### src/rtl/disp_pkg.sv
// Shared types and constants for the multiplexed 7-segment display scanner.
// Segment codes are active-low, bit order gfedcba.
package disp_pkg;

  typedef enum logic {
    BLANK,
    SHOW
  } scan_state_t;

  localparam logic [7:0] ANODES_OFF = 8'hFF;
  localparam logic [6:0] SEG_OFF    = 7'h7F;

  // Entry n is the glyph for hex digit n (F first in the concatenation).
  localparam logic [15:0][6:0] HEX_SEG = {
    7'h0E, 7'h06, 7'h21, 7'h46,
    7'h03, 7'h08, 7'h10, 7'h00,
    7'h78, 7'h02, 7'h12, 7'h19,
    7'h30, 7'h24, 7'h79, 7'h40
  };

endpackage

### src/rtl/seg7_hex_decoder.sv
// Hex nibble to active-low 7-segment glyph.
// Purely combinational table lookup.
module seg7_hex_decoder
  import disp_pkg::*;
(
  input  logic [3:0] nibble_i,
  output logic [6:0] seg_n_o
);

  assign seg_n_o = HEX_SEG[nibble_i];

endmodule

### src/rtl/display_scan_scheduler.sv
// 8-digit common-anode display scanner with blanking gap,
// leading-zero suppression and tear-free frame-boundary data commit.
module display_scan_scheduler
  import disp_pkg::*;
#(
  parameter int DIGIT_CYCLES = 100000,
  parameter int BLANK_CYCLES = 1000
) (
  input  logic        clk,
  input  logic        reset,
  input  logic        load_valid,
  input  logic [31:0] load_data,
  input  logic [7:0]  load_dp,
  input  logic [7:0]  digit_en,
  input  logic        lzb_en,
  output logic        load_ready,
  output logic [7:0]  anodes,
  output logic [6:0]  segments,
  output logic        dp_n,
  output logic [2:0]  digit_idx,
  output logic        frame_done
);

  localparam int CW = $clog2(DIGIT_CYCLES);
  localparam logic [CW-1:0] SLOT_LAST  = CW'(DIGIT_CYCLES - 1);
  localparam logic [CW-1:0] SHOW_FIRST = CW'(BLANK_CYCLES);

  scan_state_t   state_q, state_d;
  logic [CW-1:0] slot_q, slot_d;
  logic [2:0]    idx_q, idx_d;
  logic [31:0]   act_data_q, act_data_d;
  logic [7:0]    act_dp_q, act_dp_d;
  logic [31:0]   pend_data_q;
  logic [7:0]    pend_dp_q;
  logic          ready_q;
  logic [7:0]    anodes_q, anodes_d;
  logic [6:0]    seg_q, seg_d;
  logic          dpn_q, dpn_d;
  logic          fd_q;

  logic          wrap, boundary, xfer, commit;
  logic          lz, dark;
  logic [3:0]    nib;
  logic [6:0]    glyph;

  seg7_hex_decoder u_dec (
    .nibble_i (nib),
    .seg_n_o  (glyph)
  );

  always_comb begin
    wrap     = (slot_q == SLOT_LAST);
    boundary = wrap && (idx_q == 3'd7);
    xfer     = load_valid && ready_q;
    commit   = boundary && !ready_q;

    slot_d = wrap ? '0 : slot_q + 1'b1;
    idx_d  = wrap ? idx_q + 3'd1 : idx_q;

    state_d = state_q;
    unique case (state_q)
      BLANK: if (slot_d == SHOW_FIRST) state_d = SHOW;
      SHOW:  if (wrap)                 state_d = BLANK;
      default: state_d = BLANK;
    endcase

    act_data_d = commit ? pend_data_q : act_data_q;
    act_dp_d   = commit ? pend_dp_q   : act_dp_q;

    // Outputs are computed for the slot about to begin so the
    // registered pins line up with slot_cnt and digit_idx.
    nib  = act_data_d[{idx_d, 2'b00} +: 4];
    lz   = (idx_d != 3'd0)
        && ((act_data_d >> {idx_d, 2'b00}) == 32'd0)
        && !act_dp_d[idx_d];
    dark = (state_d == BLANK)
        || !digit_en[idx_d]
        || (lzb_en && lz);

    anodes_d = dark ? ANODES_OFF : ~(8'd1 << idx_d);
    seg_d    = dark ? SEG_OFF : glyph;
    dpn_d    = dark ? 1'b1 : ~act_dp_d[idx_d];
  end

  always_ff @(posedge clk) begin
    if (reset) begin
      state_q     <= BLANK;
      slot_q      <= '0;
      idx_q       <= '0;
      act_data_q  <= '0;
      act_dp_q    <= '0;
      pend_data_q <= '0;
      pend_dp_q   <= '0;
      ready_q     <= 1'b1;
      anodes_q    <= ANODES_OFF;
      seg_q       <= SEG_OFF;
      dpn_q       <= 1'b1;
      fd_q        <= 1'b0;
    end else begin
      state_q    <= state_d;
      slot_q     <= slot_d;
      idx_q      <= idx_d;
      act_data_q <= act_data_d;
      act_dp_q   <= act_dp_d;
      anodes_q   <= anodes_d;
      seg_q      <= seg_d;
      dpn_q      <= dpn_d;
      fd_q       <= boundary;
      if (xfer) begin
        pend_data_q <= load_data;
        pend_dp_q   <= load_dp;
        ready_q     <= 1'b0;
      end else if (commit) begin
        ready_q     <= 1'b1;
      end
    end
  end

  assign load_ready = ready_q;
  assign anodes     = anodes_q;
  assign segments   = seg_q;
  assign dp_n       = dpn_q;
  assign digit_idx  = idx_q;
  assign frame_done = fd_q;

endmodule

### config.mk
export PLATFORM = sky130hd
export DESIGN_NAME = display_scan_scheduler
export DESIGN_NICKNAME = d
export VERILOG_FILES = /design/src/rtl/disp_pkg.sv /design/src/rtl/seg7_hex_decoder.sv /design/src/rtl/display_scan_scheduler.sv
export SDC_FILE = /design/constraint.sdc
export NUM_CORES = 1
export LEC_CHECK = 0
export CORE_MARGIN = 5
export CORE_UTILIZATION = 50
export CTS_CLUSTER_SIZE = 28
export DETAILED_ROUTE_END_ITERATION = 10
export DONT_BUFFER_PORTS = 1
export PLACE_DENSITY = 0.68
export SKIP_CTS_REPAIR_TIMING = 1
export SLEW_MARGIN = 15
export SYNTH_ARGS = -nofsm -noshare
export SYNTH_HDL_FRONTEND = slang
export SYNTH_SLANG_ARGS = --single-unit
### constraint.sdc
create_clock -name clk -period 3.7 [get_ports clk]
set_input_delay 0.555 -clock clk [delete_from_list [all_inputs] [get_ports clk]]
set_output_delay 0.555 -clock clk [all_outputs]
set_load 0.03 [all_outputs]
==> reports/metrics.cfg <==
[placed_design]
io_buffers=0
gp_congestion=0.953
place_hpwl_um=13700

[sta]
tns_ns=0
slew_headroom_pct=27.9
tightest_slew_ns=1.08
fin_crit_ns=3.51
finClkSkew_ns=0.00808
setup_violations=0
drv_slew=0
hold_viol_final=0
finalCritPeriodShare_pct=95.0
rsz0062_at_grt=false
fmax_mhz=285

[route]
route.vias.total=5897
wl_um=18600
dr.pass1.iters=6
ant_nets=0
drtIter0Drc=535
vias_per_cell=5.95
wire_per_inst_um=18.7
drc=0

[power]
cellPowerDensity_mw_per_mm2=431
leakage_nw=2.66
vdd.ir_drop.worst_mv=0.462
p_seq_share_pct=42.6
internal-power_w=0.00248
power.switching_w=0.000676
clockPowerShare_pct=54.6
swShare_pct=21.4
p_comb_share_pct=2.9

[worst_setup_path]
worst_ep_required_time_ns=4.00
critPathCaptureType=flip-flop
arrival_ns=3.81
cp-start-kind=flip-flop
criticalPathCategory=reg2reg
cp_max_fo=25

[synth]
synth.area.top_cells=dfxtp_1 37%, nand2_1 12%, mux2i_1 7.0%, a21oi_1 6.8%, nor2_1 3.9%
avgSynthCellArea_um2=7.93
ys_ff_latch=119
synthesis.instances=806
synth-async-reset-ratio_pct=0
yosysMostFrequentCell=nand2_1
yosysWarnings=0
yosysTopAreaCellShare_pct=37.3
synth_top_flop_cell=dfxtp_1
synth_cell_type_count=76
yosys.area.top_type=dfxtp_1
synth-edff-count=0
synthesis.nets=866
synth_common_cells=196 x nand2_1, 119 x dfxtp_1, 87 x a21oi_1
netlist_area_mm2=0.00639
yosysSeqAreaShare_pct=37.3

[floorplanning]
die_area_mm2=0.0151
die_w_um=123
die_h_um=123
num_io_pins=73
coreArea_mm2=0.0126
num_rows=41
start_util_pct=50.9

[clock_network]
h-tree-depth=4
insertion_delay_ns=0.43
cts.sink_count=119
cts_tree=yes
clockRootBuffer=clkbuf_16
cts_buffers=17
clk_pin_slew_ns=0.05
clockBufferDepth=2

[grt]
antenna_found_initial=0
grt_usage_pct=25.9
grt_max_degree=91
grt_overflow=0
grt_pass1_vias=5716
grt_pass1_wl_um=30100

[finish]
drive_gt1_share_pct=13.9
fin_nets=867
fin_util_pct=58.2
area_growth_pct=14.5
nFillCells=1150
diodes=0

[outcome]
status=complete, no violations

[worst_hold_path]
hp-class=in2reg

[run]
maxCapViolCount=0

-- cell type report --
| cell class | instances | area, um2 | area share [%] |
|---|---|---|---|
| Timing Repair Buffer | 44 | 359 | 4.91 |
| Inverter | 5 | 18.8 | 0.256 |
| Clock buffer | 18 | 439 | 6.00 |
| Tap cell | 172 | 215 | 2.94 |
| Clock inverter | 13 | 179 | 2.44 |
| Multi-Input combinational cell | 620 | 3720 | 50.8 |
| Sequential cell | 119 | 2390 | 32.6 |
-- critical path, stage by stage, from the launching register on --
cell,delay (ns)
dfxtp_2,0.34
ha_1,0.22
and4b_2,0.29
nand4_4,0.09
buf_12,0.19
mux2_2,0.42
buf_4,0.22
a311oi_1,0.42
o221ai_1,0.23
o21ai_1,0.45
nand2_1,0.17
o221ai_1,0.23
nand3_1,0.11
-- cell families (layout without fill, tap and decap cells) --
group	Yosys count	count (layout)	share of synthesized area, %
adder cells (fa/ha/maj)	8	8	1.57
AO/OA/AOI/OAI	173	173	18.2
flip-flops	119	119	37.3
buffers and inverters	67	80	4.95
AND/OR/NAND/NOR	364	364	25.7
XOR/XNOR	18	18	2.58
multiplexers	57	57	9.69
-- power groups by stage --
stage | clock network (W) | registers (W) | logic, W
after global placement | 0 | 0.00137 | 0.0000880
final | 0.00172 | 0.00134 | 0.0000905
after CTS | 0.00175 | 0.00134 | 0.0000912
after detailed placement | 0 | 0.00137 | 0.0000908
after global routing | 0.00181 | 0.00135 | 0.000104
after floorplan | 0 | 0.00136 | 0.0000816
-- state kept, by name, indices dropped and copies added, names as in the netlist --
| register | flops |
|---|---|
| act_data_q | 32 |
| act_dp_q | 8 |
| anodes | 8 |
| digit_idx | 3 |
| dp_n | 1 |
| frame_done | 1 |
| load_ready | 1 |
| pend_data_q | 32 |
| pend_dp_q | 8 |
| segments | 7 |
| slot_q | 17 |
| state_q | 1 |
-- metal layers --
metal  vias up  global-route usage, %  routed length, um  part of all wire (%)
li1       2832                      -                  -                     -
met1      2808                   33.6               8190                    44
met2       218                   40.9               8550                    46
met3        39                   5.58               1310                   7.0
met4         0                   12.5                516                   2.8
met5         -                      0                  0                     0
-- worst paths after layout --
| kind | startpoint | endpoint | slack, ns | depth (start not counted) |
|---|---|---|---|---|
| worst max-delay path | slot_q[0] | segments[0] | 0.19 | 12 |
| worst max register to register | slot_q[0] | segments[0] | 0.19 | 12 |
| worst min-delay path | reset | digit_idx[0] | 0.20 | 1 |
| worst min register to register | act_dp_q[2] | act_dp_q[2] | 0.45 | 2 |
-- per-stage QoR --
step / instance area, um2 / setup WS [ns] / hold slack [ns] / cells / power (W)
CTS: 7290 / -0.000391 / 0.192 / 990 / 0.00318
finish: 7320 / 0.187 / 0.197 / 991 / 0.00316
global placement: 6670 / 0.207 / 0.429 / 959 / 0.00146
floorplan: 6390 / 0.0187 / 0.429 / 806 / 0.00144
global route: 7320 / 0.0386 / 0.190 / 991 / 0.00326
detailed placement: 6670 / 0.0504 / 0.438 / 959 / 0.00146
-- cells in the final DEF (no fill, tap or decap), types with 5 or more instances in the layout --
master,count
nand2b_1,8
ha_1,7
nor3_1,15
dfxtp_1,116
mux2_2,7
nand4_1,8
a21oi_1,87
o2111ai_1,8
o221ai_1,7
and2_1,8
nor2_1,66
xor2_1,6
and3_1,7
buf_4,41
mux2i_1,45
nand2_1,196
o21ai_0,7
nand3_1,20
xnor2_1,11
clkbuf_16,17
nor2b_1,7
inv_1,5
a31oi_1,5
o211ai_1,9
(Power assumes the default switching activity.)
